`src/rtl/delay_line_array_if.sv`:
```
// Bus bundle for delay_line_array: lane data, delay-config handshake and edge-counter readout.
interface delay_line_array_if #(
    parameter int CHANNELS = 4,
    parameter int WIDTH    = 1,
    parameter int DEPTH    = 16
);
    localparam int DW = $clog2(DEPTH);
    localparam int CW = (CHANNELS > 1) ? $clog2(CHANNELS) : 1;

    logic                      ena;
    logic [CHANNELS*WIDTH-1:0] din;
    logic [CHANNELS*WIDTH-1:0] dout;
    logic                      cfg_valid;
    logic                      cfg_ready;
    logic [CW-1:0]             cfg_chan;
    logic [DW-1:0]             cfg_delay;
    logic [CHANNELS-1:0]       busy;
    logic [CW-1:0]             cnt_sel;
    logic                      cnt_clr;
    logic [7:0]                cnt_out;

    modport master (
        output ena, din, cfg_valid, cfg_chan, cfg_delay, cnt_sel, cnt_clr,
        input  dout, cfg_ready, busy, cnt_out
    );

    modport slave (
        input  ena, din, cfg_valid, cfg_chan, cfg_delay, cnt_sel, cnt_clr,
        output dout, cfg_ready, busy, cnt_out
    );
endinterface

```
`src/rtl/delay_line_array.sv`:
```
// Multi-lane programmable delay line with per-lane flush on reconfiguration.
// Optional per-lane rising-edge counters are built when DLY_EDGE_CNT_EN is defined.
module delay_line_array #(
    parameter int CHANNELS = 4,
    parameter int WIDTH    = 1,
    parameter int DEPTH    = 16
) (
    input logic               clk,
    input logic               rst_n,
    delay_line_array_if.slave bus
);
    localparam int DW = $clog2(DEPTH);
    localparam int CW = (CHANNELS > 1) ? $clog2(CHANNELS) : 1;
    localparam logic [DW:0] FC_ONE = 1;

    typedef enum logic {RUN, FLUSH} lane_state_t;

    logic [WIDTH-1:0]          r_sr    [CHANNELS][DEPTH];
    logic [DW-1:0]             r_delay [CHANNELS];
    logic [DW:0]               r_fc    [CHANNELS];
    lane_state_t               r_state [CHANNELS];
    logic [CHANNELS*WIDTH-1:0] r_dout;
    logic [CHANNELS*WIDTH-1:0] w_doutNext;
    logic [CHANNELS-1:0]       w_busy;
    logic                      w_cfgReady;
    logic                      w_accept;
    logic [7:0]                w_cntOut;

    // Output tap reads the pre-shift history at the lane's delay; flushing lanes are blanked.
    always_comb begin
        w_busy     = '0;
        w_doutNext = '0;
        for (int c = 0; c < CHANNELS; c++) begin
            w_busy[c] = (r_state[c] == FLUSH);
            w_doutNext[c*WIDTH +: WIDTH] = (r_state[c] == FLUSH) ? '0 : r_sr[c][r_delay[c]];
        end
    end

    assign w_cfgReady = bus.ena & ~|w_busy;
    assign w_accept   = bus.cfg_valid & w_cfgReady;

    always_ff @(posedge clk) begin
        if (!rst_n) begin
            r_dout <= '0;
            for (int c = 0; c < CHANNELS; c++) begin
                r_delay[c] <= '0;
                r_fc[c]    <= '0;
                r_state[c] <= RUN;
                for (int i = 0; i < DEPTH; i++) begin
                    r_sr[c][i] <= '0;
                end
            end
        end else if (bus.ena) begin
            r_dout <= w_doutNext;
            for (int c = 0; c < CHANNELS; c++) begin
                r_sr[c][0] <= bus.din[c*WIDTH +: WIDTH];
                for (int i = 1; i < DEPTH; i++) begin
                    r_sr[c][i] <= r_sr[c][i-1];
                end
                // Out-of-range channel codes never match a lane, so they complete as no-ops.
                if (w_accept && (bus.cfg_chan == CW'(c))) begin
                    r_delay[c] <= bus.cfg_delay;
                    r_fc[c]    <= {1'b0, bus.cfg_delay} + FC_ONE;
                    r_state[c] <= FLUSH;
                end else if (r_state[c] == FLUSH) begin
                    r_fc[c] <= r_fc[c] - FC_ONE;
                    if (r_fc[c] == FC_ONE) begin
                        r_state[c] <= RUN;
                    end
                end
            end
        end
    end

`ifdef DLY_EDGE_CNT_EN
    logic [7:0] r_cnt [CHANNELS];

    // Clear takes priority over a coincident rising edge; counts saturate at 255.
    always_ff @(posedge clk) begin
        for (int c = 0; c < CHANNELS; c++) begin
            if (!rst_n || bus.cnt_clr) begin
                r_cnt[c] <= '0;
            end else if (bus.ena && !r_dout[c*WIDTH] && w_doutNext[c*WIDTH] && (r_cnt[c] != 8'hFF)) begin
                r_cnt[c] <= r_cnt[c] + 8'd1;
            end
        end
    end

    always_comb begin
        w_cntOut = '0;
        if (int'(bus.cnt_sel) < CHANNELS) begin
            w_cntOut = r_cnt[bus.cnt_sel];
        end
    end
`else
    logic w_unused;
    assign w_unused = ^{bus.cnt_sel, bus.cnt_clr};
    assign w_cntOut = '0;
`endif

    assign bus.dout      = r_dout;
    assign bus.busy      = w_busy;
    assign bus.cfg_ready = w_cfgReady;
    assign bus.cnt_out   = w_cntOut;
endmodule

```
`src/flat_wrapper.sv`:
```
// flat-port wrapper written by rule: the top's interface ports become plain ports
module delay_line_array_flat 
#(
    parameter int CHANNELS = 4,
    parameter int WIDTH    = 1,
    parameter int DEPTH    = 16
)
  (clk, rst_n, bus_ena, bus_din, bus_cfg_valid, bus_cfg_chan, bus_cfg_delay, bus_cnt_sel, bus_cnt_clr, bus_dout, bus_cfg_ready, bus_busy, bus_cnt_out);
  delay_line_array_if #(.CHANNELS(CHANNELS), .WIDTH(WIDTH), .DEPTH(DEPTH)) bus_i ();
  input logic clk;
  input logic rst_n;
  input wire logic [$bits(bus_i.ena)-1:0] bus_ena;
  input wire logic [$bits(bus_i.din)-1:0] bus_din;
  input wire logic [$bits(bus_i.cfg_valid)-1:0] bus_cfg_valid;
  input wire logic [$bits(bus_i.cfg_chan)-1:0] bus_cfg_chan;
  input wire logic [$bits(bus_i.cfg_delay)-1:0] bus_cfg_delay;
  input wire logic [$bits(bus_i.cnt_sel)-1:0] bus_cnt_sel;
  input wire logic [$bits(bus_i.cnt_clr)-1:0] bus_cnt_clr;
  output wire logic [$bits(bus_i.dout)-1:0] bus_dout;
  output wire logic [$bits(bus_i.cfg_ready)-1:0] bus_cfg_ready;
  output wire logic [$bits(bus_i.busy)-1:0] bus_busy;
  output wire logic [$bits(bus_i.cnt_out)-1:0] bus_cnt_out;
  assign bus_i.ena = bus_ena;
  assign bus_i.din = bus_din;
  assign bus_i.cfg_valid = bus_cfg_valid;
  assign bus_i.cfg_chan = bus_cfg_chan;
  assign bus_i.cfg_delay = bus_cfg_delay;
  assign bus_i.cnt_sel = bus_cnt_sel;
  assign bus_i.cnt_clr = bus_cnt_clr;
  assign bus_dout = bus_i.dout;
  assign bus_cfg_ready = bus_i.cfg_ready;
  assign bus_busy = bus_i.busy;
  assign bus_cnt_out = bus_i.cnt_out;
  delay_line_array #(.CHANNELS(CHANNELS), .WIDTH(WIDTH), .DEPTH(DEPTH)) u_core (.clk(clk), .rst_n(rst_n), .bus(bus_i));
endmodule
```
`config.mk`:
```
export PLATFORM = sky130hd
export DESIGN_NAME = delay_line_array_flat
export DESIGN_NICKNAME = d
export VERILOG_FILES = /design/src/rtl/delay_line_array_if.sv /design/src/rtl/delay_line_array.sv /design/src/flat_wrapper.sv
export SDC_FILE = /design/constraint.sdc
export NUM_CORES = 1
export LEC_CHECK = 0
export ABC_AREA = 0
export BUFFER_PORTS_ARGS = -buffer_cell sky130_fd_sc_hd__buf_2
export CAP_MARGIN = 20
export CORE_ASPECT_RATIO = 0.5
export CORE_MARGIN = 1.5
export CORE_UTILIZATION = 50
export DETAILED_ROUTE_END_ITERATION = 7
export GPL_TIMING_DRIVEN = 0
export PLACE_DENSITY = 0.68
export SYNTH_ARGS = -nofsm -noshare
export SYNTH_HDL_FRONTEND = slang
export SYNTH_SLANG_ARGS = --single-unit
```
`constraint.sdc`:
```
create_clock -name clk -period 2.65 [get_ports clk]
set_clock_uncertainty 0.2 [all_clocks]
set_input_delay 0.3975 -clock clk [delete_from_list [all_inputs] [get_ports clk]]
set_output_delay 0.3975 -clock clk [all_outputs]
set_load 0.02 [all_outputs]
```
Word-level counts from Yosys, hierarchy flattened
Memory sizes are Yosys's and may differ from the RTL's.
Cells that the tools add are included.

word-level totals
  logic and storage cells = 282
  bits of input ports = 17
  memories = 4
  bits in registers = 4
  RAM bits = 104

operators by class
  order comparisons = 4
  equality and inequality tests = 7
  bitwise logic cells = 90
  $add $sub $neg = 5
  reductions and logical operators = 7
  muxes and demuxes = 164

memory list
  memory          words  bits a word  rd ports  clocked after memory_dff  wr ports  RTL line                source
  u_core.r_sr     4      16           4         0                         4         delay_line_array.sv:18  logic [WIDTH-1:0] r_sr [CHANNELS][DEPTH];
  u_core.r_fc     4      5            4         0                         4         delay_line_array.sv:20  logic [DW:0] r_fc [CHANNELS];
  u_core.r_delay  4      4            4         0                         4         delay_line_array.sv:19  logic [DW-1:0] r_delay [CHANNELS];
  u_core.r_state  4      1            4         0                         4         delay_line_array.sv:21  lane_state_t r_state [CHANNELS];

operators with widths
  cell                                              count
  2-to-1 mux 1 bit                                  148
  OR 1 bit                                          84
  2-to-1 mux 5 bit                                  8
  == test 5 x 1 -> 1 bit, second input constant     4
  >= comparator 5 bit, second input constant        4
  inverter 4 -> 5 bit                               4
  subtractor 5 x 1 -> 5 bit, second input constant  4
  binary-select mux 1 bit (select 4 bit)            4
  2-to-1 mux 4 bit                                  4
  adder 4 x 1 -> 5 bit, second input constant       1
  == test 2 bit, second input constant              2
  logical AND 1 bit                                 4
  OR reduction 4 bit                                1
  bitwise AND 1 bit                                 2
  == test 2 x 1 -> 1 bit, second input constant     1
  zero test 2 bit                                   1
  zero test 1 bit                                   1

Depth between registers and ports, before layout
Gate-level depths: netlist (run 1).
An unclocked memory read counts as a cell.

  depth after elaboration = 12
  gate-level depth with buffers = 5
  depth with buffers taken out = 5

Worst setup path before layout (run 1)
No wires, ideal clock.

  kind = input to register
  start point = in rst_n
  end point = mem u_core.r_sr[0][0] (netlist name) (enable)
  path slack = 8 ps
  library setup time = 418 ps
  stages = 3
  buffers on the path = 1
  arrival time = 2,024 ps
  cell sequence = clkbuf_1 nor2b_1 inv_1

RTL lines
  item         RTL line                source
  from (decl)  flat_wrapper.sv:11      input logic rst_n;
  to (decl)    delay_line_array.sv:18

==> impl_metrics.ini, run 1 <==
[synth]
synth.cells.most_frequent = 104 x edfxtp_1, 72 x and3_1, 18 x clkbuf_1
yosysTopAreaCellShare = 0.610
synth_area_leaders = edfxtp_1 61%, and3_1 8.8%, mux4_2 6.2%, ha_1 2.2%, mux2i_1 2.1%
seq_area_frac_synth = 0.625
yosysWarnings = 0
synth_edf_count = 104
netlist_area_sq_mm = 0.00512
synth_ff_type = edfxtp_1
synthCells = 367
synth.avg_cell_area_sq_um = 14.0
synth_cell_types = 41
async_flop_share = 0
synth_seq_cells = 108
synth_most_common_cell = edfxtp_1
synth.largest_area_cell = edfxtp_1

[worst_setup_path]
required_ps = 2500
r2r_end = u_core.r_fc[0][3]$_SDFFCE_PN0P_
cp-start-kind = register
r2r_slack_ps = 70
cp.arrival_ps = 2430
end_kind = register
crit_fanout = 8
crit_type = reg -> reg
reg2reg_depth = 5
reg2reg_from = u_core.r_state[0][1]$_SDFFCE_PN0P_

[drt]
antenna_left = 0
vias_per_cell = 5.86
vias = 3227
initialDrtViolationCount = 283
drc_errors = 0
drt-pass1-iter-count = 5
wirelength_mm = 10.6
routedWlPerCell_um = 19.2

[die]
io_pins = 34
core_area_sq_mm = 0.00970
dieWidth_um = 146
initial_core_util = 0.528
dieArea_sq_mm = 0.0109
row_count = 25
die_h_um = 74.6

[placement]
port_buffers = 22
dpl.hpwl_mm = 7.47
gp_congestion = 0.822

[clock_tree]
ctsHoldBuffers = 0
numCtsBuffers = 9
clk_latency_ps = 350
numClockSinks = 108
clk_path_buf_depth = 2
ctsRootBufferMaster = clkbuf_16
clk_pin_slew_ps = 70
cts_tree = yes
htreeDepth = 3

[power_and_ir_drop]
finalPower_mw = 3.77
p_int_mw = 2.93
pwr-share-comb = 0.081
p_seq_frac = 0.542
clock_power_share = 0.378
static-leakage-power_nw = 2.46
power-per-cell-area_mw_per_mm2 = 651
swShare = 0.223
p_switching_mw = 0.839
ir_drop_mv = 0.342

[timing]
max_slew_margin = 0.620
setup_viol = 0
fin_crit_sh = 0.972
max_slew.worst_pin.slew_ps = 571
hold_viol = 0
fmax_mhz = 388
slew_violations = 0
post-route-min-period_ps = 2580
fin_hold_ws_ps = 184

[grt]
antenna_found_initial = 0
first_global_vias = 3213
grt_overflow_total = 0
grt_start_max_net_pins = 49
grt_use_total = 0.208
grt_pass1_wl_mm = 16.8

[cells_and_area]
drive_above_1_share = 0.173
diodes = 0
nNetsFinal = 437
area_growth_syn_to_layout_pct = 13.0

[worst_hold_path]
hp-start = bus_din[2]
min_to = u_core.r_sr[2][15]$_SDFFCE_PN0P_
hp-class = in -> reg
whs_path_depth = 2

[status]
status = finished clean

[flow_run]
cap_viol_max_count = 0
==> registers in the layout (all words and copies together) (netlist names) <==
register / count
u_core.bus.dout: 4
u_core.r_delay: 16
u_core.r_state: 4
u_core.r_fc: 20
u_core.r_sr: 64
==> cell type report <==
cell class                      count  area, sq um
Buffer                             26          128
Clock buffer                       10          229
Clock inverter                      6         88.8
Fill cell                         757         3910
Inverter                           18         67.6
Multi-Input combinational cell    222         1750
Sequential cell                   108         3200
Tap cell                          135          169
Timing Repair Buffer               26          153
==> stage by stage <==
stage | setup WS [ps] | TNS (ps) | cells | utilization | area, sq um
after global routing | -26.8 | -213 | 551 | 0.597 | 5790
after global placement | -759 | -48460 | 531 | 0.560 | 5430
final | 72.9 | 0 | 551 | 0.597 | 5790
after detailed placement | 89.8 | 0 | 532 | 0.562 | 5450
after CTS | 81.0 | 0 | 548 | 0.595 | 5770
after floorplan | 8.01 | 0 | 374 | - | 5150
==> timing repair <==
item	CTS	global route
endpoints found under the setup margin	0	15
setup buffers	0	3
gates resized for setup	0	1
endpoints found under the hold margin	0	0
==> cells by family after synthesis <==
group | count (synthesis) | share of synthesized area
xor gates and xnor gates | 14 | 0.0239
other | 1 | 0.000732
adders and majority gates | 9 | 0.0220
AOI/OAI and AO/OA | 34 | 0.0479
muxes | 25 | 0.0830
DFF | 108 | 0.625
and+or+nand+nor | 132 | 0.159
buffers and inverters | 44 | 0.0381
==> cell usage in the layout (no fill, tap or decap), drive strengths merged, types with 7 or more instances in the layout <==
| cell type | instances |
|---|---|
| and2 | 9 |
| conb | 8 |
| nand2 | 15 |
| nor2 | 7 |
| and3 | 72 |
| clkbuf | 28 |
| o22ai | 16 |
| buf | 34 |
| xnor2 | 9 |
| edfxtp | 104 |
| ha | 9 |
| mux4 | 14 |
| inv | 18 |
| mux2i | 11 |
==> power groups by stage <==
| stage | clock (mW) | combinational, mW | sequential, mW |
|---|---|---|---|
| after floorplan | 0 | 0.209 | 2.06 |
| after global placement | 0 | 0.285 | 2.07 |
| after detailed placement | 0 | 0.300 | 2.08 |
| after CTS | 1.44 | 0.301 | 2.04 |
| after global routing | 1.50 | 0.331 | 2.05 |
| final | 1.42 | 0.304 | 2.04 |
==> per-layer routing <==
metal	GRT usage	vias to the layer above	routed length (um)
li1	-	1482	-
met1	0.290	1605	4870
met2	0.325	126	4840
met3	0.0534	14	717
met4	0.0752	0	136
met5	0	-	0
==> critical path: stages (launching register included) <==
cell and delay [ps]:
edfxtp_1 520, or4b_4 620, nor4_4 300, buf_4 190, a21bo_2 230, nand2b_2 220
==> worst max-delay path by stage <==
| stage | slack (ps) | cells after the start | end | start |
|---|---|---|---|---|
| finish | 70 | 5 | u_core.r_fc[0][3]$_SDFFCE_PN0P_ | u_core.r_state[0][1]$_SDFFCE_PN0P_ |
| global route | -30 | 5 | u_core.r_fc[0][3]$_SDFFCE_PN0P_ | u_core.r_state[0][1]$_SDFFCE_PN0P_ |
| CTS | 80 | 4 | u_core.r_fc[3][2]$_DFFE_PP_ | u_core.r_state[0][1]$_SDFFCE_PN0P_ |
| detailed placement | 90 | 5 | u_core.r_sr[0][2]$_SDFFCE_PN0P_ | rst_n |
| global placement | -760 | 4 | u_core.r_sr[2][1]$_SDFFCE_PN0P_ | rst_n |
| floorplan | 8 | 3 | u_core.r_sr[0][0]$_SDFFCE_PN0P_ | rst_n |
Power figures use the tool's default switching activity.
==> run 2: changes to the inputs <==
--- a/config.mk
+++ b/config.mk
@@ -13,7 +13,7 @@
 export CORE_UTILIZATION = 50
 export DETAILED_ROUTE_END_ITERATION = 7
 export GPL_TIMING_DRIVEN = 0
-export PLACE_DENSITY = 0.68
+export PLACE_DENSITY = 0.66
 export SYNTH_ARGS = -nofsm -noshare
 export SYNTH_HDL_FRONTEND = slang
 export SYNTH_SLANG_ARGS = --single-unit
==> constraint.sdc (replaced) <==
create_clock -name clk -period 3.2 [get_ports clk]
set_clock_uncertainty 0.2 [all_clocks]
set_input_delay 0.48 -clock clk [delete_from_list [all_inputs] [get_ports clk]]
set_output_delay 0.48 -clock clk [all_outputs]
set_load 0.02 [all_outputs]
==> run 2 against run 1 <==
- final cell count fell by 0.54%
- hold slack gained 76 ps
- design area grew 0.50%
- die area stayed put
- register-to-register slack improved by 530 ps
- first-iteration DRC count shrank 6.0%
- sequential power decreased by 17%
- non-clock buffer count decreased by 3
- setup slack gained 530 ps
- sequential cell count unchanged
- wire length fell by 0.92%
- largest power group unchanged
- global-route usage rose by 0.068 points
==> impl_metrics.ini, run 2 (synthesis gave the netlist of run 1 again) <==
[worst_setup_path]
r2r_slack_ps = 600
cp.arrival_ps = 2430
path_buf_inv = 0
required_ps = 3040
crit_type = reg -> reg
cp-start-kind = register
end_kind = register
worstPathCellList = or4b_4, nor4b_4, a21boi_1, nand2_1
critPathTopFamily = simple AND/OR/NAND/NOR gates
crit_fanout = 8
r2r_end = u_core.r_fc[3][2]$_DFFE_PP_
critPathMaxStageDelay_ps = 620
reg2reg_depth = 4
cp_num_cells = 4
reg2reg_from = u_core.r_state[0][1]$_SDFFCE_PN0P_
crit_slowest_cell = or4b_4

[cells_and_area]
multi_input_comb_area_sq_mm = 0.00175
area_growth_syn_to_layout_pct = 13.6
drive_above_1_share = 0.167
diodes = 0
regMostFlops = u_core.r_sr
layout_common_cells = 104 x edfxtp_1, 72 x and3_1, 22 x buf_2, 18 x clkbuf_1, 16 x o22ai_1
stdcell_count = 548
ff_latch_area_sq_mm = 0.00320
layout_top_registers = u_core.r_sr (64), u_core.r_fc (20), u_core.r_delay (16)
nFillCells = 751
nNetsFinal = 434
largest_reg_flops = 64
layout_commonest_cell = edfxtp_1
final_util = 0.600

[power_and_ir_drop]
static-leakage-power_nw = 2.48
power-per-cell-area_mw_per_mm2 = 566
finalPower_mw = 3.29
ir_drop_mv = 0.276

[die]
core_area_sq_mm = 0.00970
initial_core_util = 0.528
row_count = 25
dieWidth_um = 146
die_h_um = 74.6
dieArea_sq_mm = 0.0109
io_pins = 34

[placement]
dp_cells = 532
place_ws_ps = 423
dpl.hpwl_mm = 7.44
port_buffers = 22
gp_congestion = 0.804

[worst_hold_path]
hp-start = bus_din[3]
whs_path_depth = 2
hp-class = in -> reg
min_to = u_core.r_sr[3][15]$_SDFFCE_PN0P_

[grt]
grt_start_max_net_pins = 34
grt_use_total = 0.209
grt_overflow_total = 0
grt_pass1_wl_mm = 16.8
first_global_vias = 3265
antenna_found_initial = 0

[drt]
drc_errors = 0
drt-pass1-iter-count = 5
initialDrtViolationCount = 266
vias_per_cell = 5.94
wirelength_mm = 10.5
vias = 3254
routedWlPerCell_um = 19.1
antenna_left = 0

[clock_tree]
numClockSinks = 108
clk_latency_ps = 350
cts_tree = yes
postCtsSetupRepairBufs = 0
ctsRootBufferMaster = clkbuf_16
cts-resized-gates = 0
clk_pin_slew_ps = 70
htreeDepth = 3
clk_path_buf_depth = 2
ctsHoldBuffers = 0
numCtsBuffers = 9

[timing]
post-route-min-period_ps = 2600
slew_violations = 0
setup_viol = 0
max_slew_margin = 0.509
hold_viol = 0
fin_hold_ws_ps = 260
rsz0062_at_grt = no
setup_ws_ps = 604
fmax_mhz = 385
fin_crit_sh = 0.811
max_slew.worst_pin.slew_ps = 735

[flow_run]
cap_viol_max_count = 0

[status]
status = finished clean
-- run 2: per-stage QoR --
step / setup TNS [ps] / area, sq um
floorplan: 0 / 5150
global placement: -21670 / 5430
detailed placement: 0 / 5450
CTS: 0 / 5820
global route: 0 / 5820
finish: 0 / 5820
-- run 2: routing by layer --
metal | global-route usage | vias up | wire [um]
met5 | 0 | - | 0
met4 | 0.0752 | 0 | 163
met3 | 0.0706 | 15 | 683
met2 | 0.322 | 113 | 4640
met1 | 0.283 | 1650 | 4980
li1 | - | 1476 | -
-- run 2: worst reg2reg max path, delay by kind of cell, from the launching register on --
family             cells  cell delay, ps
and+or+nand+nor        3            1330
DFF                    1             520
AOI/OAI and AO/OA      1             240
-- run 2: worst max-delay path by stage --
stage                                             startpoint                              end  slack [ps]
after global routing      u_core.r_state[0][1]$_SDFFCE_PN0P_      u_core.r_fc[3][2]$_DFFE_PP_         520
after floorplan                                        rst_n  u_core.r_sr[0][0]$_SDFFCE_PN0P_         480
after global placement                                 rst_n  u_core.r_sr[2][1]$_SDFFCE_PN0P_        -340
after detailed placement                               rst_n  u_core.r_sr[2][5]$_SDFFCE_PN0P_         420
final                     u_core.r_state[0][1]$_SDFFCE_PN0P_      u_core.r_fc[3][2]$_DFFE_PP_         600
after CTS                 u_core.r_state[0][1]$_SDFFCE_PN0P_      u_core.r_fc[3][3]$_DFFE_PP_         640
-- run 2: layout make-up --
class,count,share of cell area
clock buffers,9,0.0387
inverters,18,0.0116
repair buffers,23,0.0224
flip-flops and latches,108,0.550
clock inverters,7,0.0252
well taps,135,0.0290
multi-input cells,222,0.301
plain buffers,26,0.0219
-- run 2: where the power goes --
part,total [mW],switching (mW),internal [mW]
clock network,1.35,0.505,0.849
registers,1.69,0.0568,1.63
logic,0.248,0.144,0.104
